$ cat src/rtl/pxl_raster_tx_if.sv
// Pixel stream carrying one pixel per handshake plus the frame geometry.
// The master side is the producer and the slave side is the consumer (e.g. the image resizer input).
interface pxl_raster_tx_if #(
   parameter int PXL_PRIM_COLOR_W   = 8,
   parameter int PXL_PRIM_COLOR_NUM = 3,
   parameter int IMG_WIDTH_IDX_W    = 11,
   parameter int IMG_HEIGHT_IDX_W   = 10
);
   logic [PXL_PRIM_COLOR_W-1:0] PxlData [PXL_PRIM_COLOR_NUM];
   logic [IMG_WIDTH_IDX_W-1:0]  PxlX;
   logic [IMG_HEIGHT_IDX_W-1:0] PxlY;
   logic [IMG_WIDTH_IDX_W-1:0]  ImgWidth;
   logic [IMG_HEIGHT_IDX_W-1:0] ImgHeight;
   logic                        PxlVld;
   logic                        PxlRdy;

   modport master (
      output PxlData, PxlX, PxlY, ImgWidth, ImgHeight, PxlVld,
      input  PxlRdy
   );

   modport slave (
      input  PxlData, PxlX, PxlY, ImgWidth, ImgHeight, PxlVld,
      output PxlRdy
   );
endinterface

$ cat src/rtl/pxl_raster_tx.sv
// Raster-scan pixel transmitter: streams a stored frame from a 1-cycle-latency memory
// through a 2-entry prefetch buffer so the output can sustain one pixel per cycle.
module pxl_raster_tx #(
   parameter int PXL_PRIM_COLOR_W   = 8,
   parameter int PXL_PRIM_COLOR_NUM = 3,
   parameter int IMG_WIDTH_IDX_W    = 11,
   parameter int IMG_HEIGHT_IDX_W   = 10,
   parameter int MEM_ADDR_W         = 21
) (
   input  logic                                         Clk,
   input  logic                                         Reset,
   input  logic                                         Start,
   input  logic [IMG_WIDTH_IDX_W-1:0]                   CfgWidth,
   input  logic [IMG_HEIGHT_IDX_W-1:0]                  CfgHeight,
   input  logic [MEM_ADDR_W-1:0]                        CfgBaseAddr,
   output logic                                         Busy,
   output logic                                         Done,
   output logic                                         MemRdEn,
   output logic [MEM_ADDR_W-1:0]                        MemRdAddr,
   input  logic [PXL_PRIM_COLOR_NUM*PXL_PRIM_COLOR_W-1:0] MemRdData,
   pxl_raster_tx_if.master                              Pxl
);
   localparam int DataW = PXL_PRIM_COLOR_NUM * PXL_PRIM_COLOR_W;

   typedef enum logic [1:0] {StIdle, StRun, StDone} stateT;

   stateT                       state, stateNxt;
   logic [IMG_WIDTH_IDX_W-1:0]  latWidth, lastX, rdX, outX;
   logic [IMG_HEIGHT_IDX_W-1:0] latHeight, lastY, rdY, outY;
   logic [MEM_ADDR_W-1:0]       rdAddr;
   logic                        rdActive, rdInFlight;
   logic [DataW-1:0]            bufMem [2];
   logic [DataW-1:0]            bufHead;
   logic                        bufWrPtr, bufRdPtr;
   logic [1:0]                  bufCnt, occTotal;
   logic                        startAcc, pop, lastPxl, creditOk;

   assign startAcc = (state == StIdle) && Start;
   assign lastX    = latWidth - IMG_WIDTH_IDX_W'(1);
   assign lastY    = latHeight - IMG_HEIGHT_IDX_W'(1);
   assign pop      = Pxl.PxlVld && Pxl.PxlRdy;
   assign lastPxl  = (outX == lastX) && (outY == lastY);
   // Buffered plus in-flight words never exceed two; a same-cycle pop frees the slot the new read needs.
   assign occTotal = bufCnt + {1'b0, rdInFlight};
   assign creditOk = (occTotal < 2'd2) || ((occTotal == 2'd2) && pop);

   always_ff @(posedge Clk or negedge Reset) begin
      if (!Reset) state <= StIdle;
      else        state <= stateNxt;
   end

   // NOTE: every output of this block gets a default first so no path leaves it unassigned (no latch).
   always_comb begin
      stateNxt = state;
      Busy     = 1'b0;
      Done     = 1'b0;
      MemRdEn  = 1'b0;
      unique case (state)
         StIdle: begin
            if (Start)
               stateNxt = ((CfgWidth == '0) || (CfgHeight == '0)) ? StDone : StRun;
         end
         StRun: begin
            Busy    = 1'b1;
            MemRdEn = rdActive && creditOk;
            if (pop && lastPxl) stateNxt = StDone;
         end
         StDone: begin
            Busy     = 1'b1;
            Done     = 1'b1;
            stateNxt = StIdle;
         end
         default: stateNxt = StIdle;
      endcase
   end

   // NOTE: sequential state uses non-blocking assignments so every register sees pre-edge values.
   always_ff @(posedge Clk or negedge Reset) begin
      if (!Reset) begin
         latWidth  <= '0;
         latHeight <= '0;
         rdX       <= '0;
         rdY       <= '0;
         rdAddr    <= '0;
         rdActive  <= 1'b0;
         outX      <= '0;
         outY      <= '0;
      end else if (startAcc) begin
         latWidth  <= CfgWidth;
         latHeight <= CfgHeight;
         rdX       <= '0;
         rdY       <= '0;
         rdAddr    <= CfgBaseAddr;
         rdActive  <= (CfgWidth != '0) && (CfgHeight != '0);
         outX      <= '0;
         outY      <= '0;
      end else begin
         if (MemRdEn) begin
            rdAddr <= rdAddr + MEM_ADDR_W'(1);
            if (rdX == lastX) begin
               rdX <= '0;
               if (rdY == lastY) rdActive <= 1'b0;
               else              rdY      <= rdY + IMG_HEIGHT_IDX_W'(1);
            end else begin
               rdX <= rdX + IMG_WIDTH_IDX_W'(1);
            end
         end
         if (pop) begin
            if (outX == lastX) begin
               outX <= '0;
               outY <= lastPxl ? '0 : outY + IMG_HEIGHT_IDX_W'(1);
            end else begin
               outX <= outX + IMG_WIDTH_IDX_W'(1);
            end
         end
      end
   end

   // NOTE: the two buffer words are reset because PxlData must read zero while in reset.
   always_ff @(posedge Clk or negedge Reset) begin
      if (!Reset) begin
         bufMem[0]  <= '0;
         bufMem[1]  <= '0;
         bufWrPtr   <= 1'b0;
         bufRdPtr   <= 1'b0;
         bufCnt     <= '0;
         rdInFlight <= 1'b0;
      end else begin
         rdInFlight <= MemRdEn;
         if (rdInFlight) begin
            bufMem[bufWrPtr] <= MemRdData;
            bufWrPtr         <= ~bufWrPtr;
         end
         if (pop) bufRdPtr <= ~bufRdPtr;
         bufCnt <= bufCnt + {1'b0, rdInFlight} - {1'b0, pop};
      end
   end

   assign MemRdAddr     = rdAddr;
   assign Pxl.ImgWidth  = latWidth;
   assign Pxl.ImgHeight = latHeight;
   assign Pxl.PxlX      = outX;
   assign Pxl.PxlY      = outY;
   assign Pxl.PxlVld    = (bufCnt != 2'd0);

   always_comb begin
      bufHead = bufMem[bufRdPtr];
      for (int i = 0; i < PXL_PRIM_COLOR_NUM; i++)
         Pxl.PxlData[i] = bufHead[i*PXL_PRIM_COLOR_W +: PXL_PRIM_COLOR_W];
   end
endmodule

$ cat src/flat_wrapper.sv
// flat-port wrapper written by rule: the top's interface ports become plain ports
module pxl_raster_tx_flat 
#(
   parameter int PXL_PRIM_COLOR_W   = 8,
   parameter int PXL_PRIM_COLOR_NUM = 3,
   parameter int IMG_WIDTH_IDX_W    = 11,
   parameter int IMG_HEIGHT_IDX_W   = 10,
   parameter int MEM_ADDR_W         = 21
)
  (Clk, Reset, Start, CfgWidth, CfgHeight, CfgBaseAddr, Busy, Done, MemRdEn, MemRdAddr, MemRdData, Pxl_PxlData, Pxl_PxlX, Pxl_PxlY, Pxl_ImgWidth, Pxl_ImgHeight, Pxl_PxlVld, Pxl_PxlRdy);
  pxl_raster_tx_if #(.PXL_PRIM_COLOR_W(PXL_PRIM_COLOR_W), .PXL_PRIM_COLOR_NUM(PXL_PRIM_COLOR_NUM), .IMG_WIDTH_IDX_W(IMG_WIDTH_IDX_W), .IMG_HEIGHT_IDX_W(IMG_HEIGHT_IDX_W)) Pxl_i ();
  input  logic Clk;
  input  logic Reset;
  input  logic Start;
  input  logic [IMG_WIDTH_IDX_W-1:0] CfgWidth;
  input  logic [IMG_HEIGHT_IDX_W-1:0] CfgHeight;
  input  logic [MEM_ADDR_W-1:0] CfgBaseAddr;
  output logic Busy;
  output logic Done;
  output logic MemRdEn;
  output logic [MEM_ADDR_W-1:0] MemRdAddr;
  input  logic [PXL_PRIM_COLOR_NUM*PXL_PRIM_COLOR_W-1:0] MemRdData;
  output wire logic [$bits(Pxl_i.PxlData)-1:0] Pxl_PxlData;
  output wire logic [$bits(Pxl_i.PxlX)-1:0] Pxl_PxlX;
  output wire logic [$bits(Pxl_i.PxlY)-1:0] Pxl_PxlY;
  output wire logic [$bits(Pxl_i.ImgWidth)-1:0] Pxl_ImgWidth;
  output wire logic [$bits(Pxl_i.ImgHeight)-1:0] Pxl_ImgHeight;
  output wire logic [$bits(Pxl_i.PxlVld)-1:0] Pxl_PxlVld;
  input wire logic [$bits(Pxl_i.PxlRdy)-1:0] Pxl_PxlRdy;
  assign Pxl_PxlData = {>>{Pxl_i.PxlData}};
  assign Pxl_PxlX = Pxl_i.PxlX;
  assign Pxl_PxlY = Pxl_i.PxlY;
  assign Pxl_ImgWidth = Pxl_i.ImgWidth;
  assign Pxl_ImgHeight = Pxl_i.ImgHeight;
  assign Pxl_PxlVld = Pxl_i.PxlVld;
  assign Pxl_i.PxlRdy = Pxl_PxlRdy;
  pxl_raster_tx #(.PXL_PRIM_COLOR_W(PXL_PRIM_COLOR_W), .PXL_PRIM_COLOR_NUM(PXL_PRIM_COLOR_NUM), .IMG_WIDTH_IDX_W(IMG_WIDTH_IDX_W), .IMG_HEIGHT_IDX_W(IMG_HEIGHT_IDX_W), .MEM_ADDR_W(MEM_ADDR_W)) u_core (.Clk(Clk), .Reset(Reset), .Start(Start), .CfgWidth(CfgWidth), .CfgHeight(CfgHeight), .CfgBaseAddr(CfgBaseAddr), .Busy(Busy), .Done(Done), .MemRdEn(MemRdEn), .MemRdAddr(MemRdAddr), .MemRdData(MemRdData), .Pxl(Pxl_i));
endmodule
$ cat config.mk
export PLATFORM = sky130hd
export DESIGN_NAME = pxl_raster_tx_flat
export DESIGN_NICKNAME = d
export VERILOG_FILES = /design/src/rtl/pxl_raster_tx_if.sv /design/src/rtl/pxl_raster_tx.sv /design/src/flat_wrapper.sv
export SDC_FILE = /design/constraint.sdc
export NUM_CORES = 1
export LEC_CHECK = 0
export BUFFER_PORTS_ARGS = -buffer_cell sky130_fd_sc_hd__buf_2
export CORE_MARGIN = 5
export CORE_UTILIZATION = 55
export DETAILED_ROUTE_END_ITERATION = 8
export PLACE_DENSITY = 0.84
export SLEW_MARGIN = 15
export SYNTH_ARGS = -nofsm -noshare
export SYNTH_HDL_FRONTEND = slang
export SYNTH_SLANG_ARGS = --single-unit
export TNS_END_PERCENT = 5
$ cat constraint.sdc
create_clock -name Clk -period 3.8 [get_ports Clk]
set_clock_uncertainty 0.05 [all_clocks]
set_input_delay 0.38 -clock Clk [delete_from_list [all_inputs] [get_ports Clk]]
set_output_delay 0.38 -clock Clk [all_outputs]
set_load 0.02 [all_outputs]
==> results of run 1 <==
-- per-layer routing --
| layer | part of all wire, % | track usage (%) | routed length (um) | vias to the layer above |
|---|---|---|---|---|
| li1 | - | - | - | 3236 |
| met1 | 44 | 32.2 | 8900 | 3293 |
| met5 | 0.10 | 0 | 21 | - |
| met4 | 2.4 | 9.50 | 480 | 4 |
| met3 | 6.5 | 5.45 | 1310 | 45 |
| met2 | 47 | 39.0 | 9540 | 239 |
-- worst paths after layout --
kind | start | end | slack (ns) | cells past startpoint
min | Reset | u_core.bufMem[37]$_DFFE_PN0P_ | -0.02 | 1
max in group asynchronous | Reset | u_core.bufMem[22]$_DFFE_PN0P_ | 2.84 | 2
max | u_core.Pxl.ImgHeight[0]$_DFFE_PN0P_ | u_core.state[0]$_DFFE_PN0P_ | 0.30 | 9
min in group Clk | CfgBaseAddr[20] | u_core.MemRdAddr[20]$_DFFE_PN0P_ | 0.12 | 3
max reg2reg | u_core.Pxl.ImgHeight[0]$_DFFE_PN0P_ | u_core.state[0]$_DFFE_PN0P_ | 0.30 | 9
min reg2reg | u_core.bufMem[14]$_DFFE_PN0P_ | u_core.bufMem[14]$_DFFE_PN0P_ | 0.45 | 1
-- where the power goes --
group	internal (uW)	leakage, uW	switching [uW]
Clock	1170	0.000308	620
Combinational	1550	0.00241	2020
Sequential	2030	0.00177	644
-- stage by stage --
| step | area, sq um | worst slack [ns] |
|---|---|---|
| after floorplan | 8040 | 0.407 |
| after global placement | 8990 | 0.456 |
| after detailed placement | 8990 | 0.358 |
| after CTS | 9630 | 0.319 |
| after global routing | 9630 | 0.0443 |
| final | 9630 | 0.301 |
-- layout by cell type, fill, tap and decap left out, types with 19 or more instances in the layout --
cell type	count
buf_2	159
o21ai_0	43
mux2_2	73
dfrtp_1	140
xor2_1	31
a21oi_1	21
nand2_1	125
nor2_1	41
and3_1	22
xnor2_1	40
nand3_1	19
-- flip-flops by register name (all words and copies together) (netlist names) --
| name | cells |
|---|---|
| u_core.rdX | 11 |
| u_core.Pxl.ImgHeight | 10 |
| u_core.rdActive | 1 |
| u_core.state | 2 |
| u_core.Pxl.ImgWidth | 11 |
| u_core.Pxl.PxlX | 11 |
| u_core.rdInFlight | 1 |
| u_core.bufWrPtr | 1 |
| u_core.bufMem | 48 |
| u_core.bufCnt | 2 |
| u_core.MemRdAddr | 21 |
| u_core.Pxl.PxlY | 10 |
| u_core.rdY | 10 |
| u_core.bufRdPtr | 1 |
-- cell type report --
| class | instances | area (sq um) |
|---|---|---|
| Timing Repair Buffer | 173 | 905 |
| Sequential cell | 140 | 3500 |
| Fill cell | 1124 | 4790 |
| Multi-Input combinational cell | 619 | 4280 |
| Tap cell | 184 | 230 |
| Clock buffer | 22 | 484 |
| Inverter | 18 | 67.6 |
| Clock inverter | 10 | 161 |
-- cell families after synthesis --
| family | after synthesis | share of synthesized area [%] |
|---|---|---|
| multiplexers | 76 | 10.6 |
| AO/OA/AOI/OAI | 136 | 10.9 |
| AND/OR/NAND/NOR | 319 | 20.7 |
| flip-flops | 140 | 43.6 |
| XOR/XNOR | 76 | 9.07 |
| buffers and inverters | 64 | 3.27 |
| adder cells (fa/ha/maj) | 12 | 1.87 |
==> flow_summary.yaml, run 1 <==
final_layout:
  finalNetCount: 1051
  utilization_pct: 66.8
  fin_cells: 1166
  area_delta_synth_final_pct: 19.8
  antenna_cells: 0
  drive_gt1_share_pct: 30.3
flow_run:
  maxCapViolCount: 0
setup_path:
  worst-path-buf-inv: 1
  slowest_stage: "or4_1"
  worstSetupStartpointType: "flip-flop"
  arrival_ns: 3.75
  cp-end-kind: "flip-flop"
  crit_path_max_fanout: 8
  required_ns: 4.06
  path_cells: "inv_1 -> ha_1 -> nor3b_1 -> xnor3_1 -> nand3b_1 -> or4_1 -> o41ai_1 -> a21oi_1 -> a21o_1"
  crit_type: "reg2reg"
  path_delay_family: "simple AND/OR/NAND/NOR gates"
  cpPeakStageDelay_ns: 0.70
sta:
  post-route-period-util_pct: 92.1
  hold_viol: 7
  finalMaxSlewViolations: 0
  relSlewSlack_pct: 26.6
  period_needed_ns: 3.50
  fin_setup_tns_ns: 0
  tightest_slew_ns: 1.10
  finalSetupViolCount: 0
  whs_ns: -0.0171
  max_clock_freq_mhz: 286
  rsz0062_at_grt: "no"
grt:
  grt_pass1_vias: 6710
  track_usage_pct: 24.3
  grt_max_degree: 96
  grt.overflow.total: 0
  antenna_found_initial: 2
  grt_pass1_wl_um: 33200
drt:
  routed_wl_um: 20200
  post_drt_wl_per_cell_um: 17.4
  drcViolationCount: 0
  vias: 6817
  drt-initial-drc-count: 438
  vias_per_cell: 5.85
  dr.pass1.iters: 5
  postRouteAntennaNets: 0
synth:
  synth_area_leaders: "dfrtp_1 (44%), mux2_2 (10%), nand2_1 (5.8%)"
  ys_ff_latch: 140
  yosys_warnings: 0
  synthArstFlopShare_pct: 100
  synth_common_cells: "dfrtp_1 (140), nand2_1 (125), mux2_2 (73)"
  syn_nets: 905
  synth_ff_type: "dfrtp_1"
  synth_top_cell_by_area: "dfrtp_1"
  syn_area_sq_um: 8040
  syn_inst: 823
  synth_cell_types: 65
  synth_top_area_share_pct: 43.6
  synth-edff-count: 0
  yosysMostFrequentCell: "dfrtp_1"
  avgSynthCellArea_sq_um: 9.77
  seq_area_frac_synth_pct: 43.6
clock_tree:
  clock_latency_ns: 0.42
  cts_setup_buffers: 0
  cts_tree: "built"
  cts_hold_buf: 0
  root_buffer: "clkbuf_16"
  clk_pin_slew_ns: 0.06
  htreeDepth: 4
  postCtsResizedCells: 0
  clock_tree.buffer_depth: 2
  clock_sinks: 140
  cts_buffers: 17
placed_design:
  port_buffers: 160
  dp_cells: 1134
  place.gp.congestion: 0.881
  hpwlAfterDp_um: 14500
die:
  fp-row-count: 44
  core_sq_um: 14400
  die_x_um: 131
  start_util_pct: 55.8
  die_h_um: 131
  io_pins: 161
  die_area_sq_um: 17100
outcome:
  status: "finished, violations left"
  violations: "negative hold slack"
power:
  p_total_uw: 8030
  peakVddDrop_uv: 373
  p_leak_uw: 0.00449
  powerDensity_nw_per_um2: 834
min_path:
  min-delay-path-class: "in2async"
(Power assumes the default switching activity.)
==> inputs of run 2 (changes only) <==
--- a/config.mk
+++ b/config.mk
@@ -9,7 +9,9 @@
 export CORE_MARGIN = 5
 export CORE_UTILIZATION = 55
 export DETAILED_ROUTE_END_ITERATION = 8
+export GPL_ROUTABILITY_DRIVEN = 1
 export PLACE_DENSITY = 0.84
+export REMOVE_ABC_BUFFERS = 1
 export SLEW_MARGIN = 15
 export SYNTH_ARGS = -nofsm -noshare
 export SYNTH_HDL_FRONTEND = slang
==> run 2 against run 1 <==
Effect of this change: the flow now finishes without violations; hold slack improved by 0.050 ns; register-to-register slack improved by 0.08 ns; count of clock-buffer cells in the layout fell by 4; core utilization fell by 0.38 points; design area fell by 0.57%; sequential power barely moved; largest cell class unchanged.
==> flow_summary.yaml, run 2 (synthesis gave the netlist of run 1 again) <==
outcome:
  status: "finished clean"
clock_tree:
  htreeDepth: 4
  clock_latency_ns: 0.43
  clk_pin_slew_ns: 0.06
  cts_hold_buf: 0
  root_buffer: "clkbuf_16"
  cts_buffers: 17
  cts_tree: "built"
  clock_tree.buffer_depth: 2
  cts_setup_buffers: 0
  postCtsResizedCells: 0
  clock_sinks: 140
die:
  fp-row-count: 44
  core_sq_um: 14400
  die_h_um: 131
  die_area_sq_um: 17100
  io_pins: 161
  start_util_pct: 55.8
  die_x_um: 131
setup_path:
  worst-path-buf-inv: 1
  slowest_stage: "or4_1"
  arrival_ns: 3.68
  path_cells: "inv_1 -> ha_1 -> or3b_1 -> xnor2_1 -> or3b_1 -> a211o_1 -> or4_1 -> nand2_2 -> mux2_2"
  required_ns: 4.06
  crit_type: "reg2reg"
  path_delay_family: "simple AND/OR/NAND/NOR gates"
  crit_path_max_fanout: 7
  cp-end-kind: "flip-flop"
  crit_top_cell: "or3b_1"
  worstSetupStartpointType: "flip-flop"
  cpPeakStageDelay_ns: 0.58
flow_run:
  maxCapViolCount: 0
power:
  powerDensity_nw_per_um2: 826
  p_leak_uw: 0.00447
  peakVddDrop_uv: 383
  p_total_uw: 7910
drt:
  routed_wl_um: 19900
  vias: 6845
  dr_wl_met2_um: 9310
  post_drt_wl_per_cell_um: 17.1
  vias_per_cell: 5.88
  wl_met1_um: 8590
  wl_met3_um: 1600
  drt-initial-drc-count: 503
  top_layer: "met5"
  dr.pass1.iters: 5
  drcViolationCount: 0
  postRouteAntennaNets: 0
sta:
  rsz0062_at_grt: "no"
  relSlewSlack_pct: 27.0
  hold_viol: 0
  post-route-period-util_pct: 90.0
  max_clock_freq_mhz: 292
  fin_setup_tns_ns: 0
  finalMaxSlewViolations: 0
  period_needed_ns: 3.42
  finalSetupViolCount: 0
  tightest_slew_ns: 1.09
placed_design:
  place.gp.congestion: 0.887
  port_buffers: 160
  placed_cell_area_sq_um: 8980
  dp_cells: 1133
  hpwlAfterDp_um: 14000
grt:
  grt_pass1_vias: 6792
  grt_pass1_wl_um: 32500
  track_usage_pct: 23.7
  grt.overflow.total: 0
  antenna_found_initial: 1
  grt_max_degree: 112
final_layout:
  final_area_sq_um: 9580
  top_register: "u_core.bufMem"
  fin_cells: 1164
  antenna_cells: 0
  multiInputGateArea_sq_um: 4290
  nFillCells: 1148
  drive_gt1_share_pct: 30.3
  area_delta_synth_final_pct: 19.1
  largest_register_ffs: 48
  regArea_sq_um: 3500
  layout_common_cells: "buf_2 (159), dfrtp_1 (140), nand2_1 (125)"
  layout_commonest_cell: "buf_2"
  finalNetCount: 1050
min_path:
  min-delay-path-class: "in2async"
[run 2: worst paths after layout]
check / slack, ns / endpoint / from / cells after the start
max: 0.38 / u_core.Pxl.PxlY[1]$_DFFE_PN0P_ / u_core.Pxl.ImgWidth[0]$_DFFE_PN0P_ / 9
min: 0.03 / u_core.bufMem[21]$_DFFE_PN0P_ / Reset / 1
max reg2reg: 0.38 / u_core.Pxl.PxlY[1]$_DFFE_PN0P_ / u_core.Pxl.ImgWidth[0]$_DFFE_PN0P_ / 9
min reg2reg: 0.45 / u_core.bufMem[36]$_DFFE_PN0P_ / u_core.bufMem[36]$_DFFE_PN0P_ / 1
max in group asynchronous: 2.85 / u_core.bufMem[22]$_DFFE_PN0P_ / Reset / 2
min in group Clk: 0.11 / u_core.MemRdAddr[11]$_DFFE_PN0P_ / CfgBaseAddr[11] / 3
[run 2: worst reg2reg max path, stage by stage, from the launching register on]
cell	delay, ns
dfrtp_1	0.47
inv_1	0.11
ha_1	0.23
or3b_1	0.48
xnor2_1	0.19
or3b_1	0.35
a211o_1	0.39
or4_1	0.58
nand2_2	0.12
mux2_2	0.35
[run 2: final cells by class]
cell class              count  share of cell area (%)
well taps                 184                    2.40
clock inverters            13                    1.71
repair buffers            172                    9.37
flip-flops and latches    140                    36.6
clock buffers              18                    4.48
inverters                  18                   0.705
multi-input cells         619                    44.8
[run 2: per-stage QoR]
| step | util [%] | hold slack [ns] | worst slack [ns] |
|---|---|---|---|
| floorplan | - | 0.0344 | 0.393 |
| detailed placement | 62.3 | 0.440 | 0.295 |
| global placement | 62.3 | 0.431 | 0.456 |
| global route | 66.4 | 0.102 | 0.200 |
| finish | 66.4 | 0.0328 | 0.381 |
| CTS | 66.4 | 0.0864 | 0.302 |
[run 2: power by group]
group	switching (uW)	total (uW)	internal, uW
logic	2000	3550	1550
clock network	662	1700	1030
registers	634	2670	2030
total	3300	7910	4610
[run 2: metal layers]
layer  vias up  global-route usage (%)
li1       3220                       -
met1      3312                    30.9
met2       267                    38.2
met3        44                    6.26
met4         2                    8.47
met5         -                       0
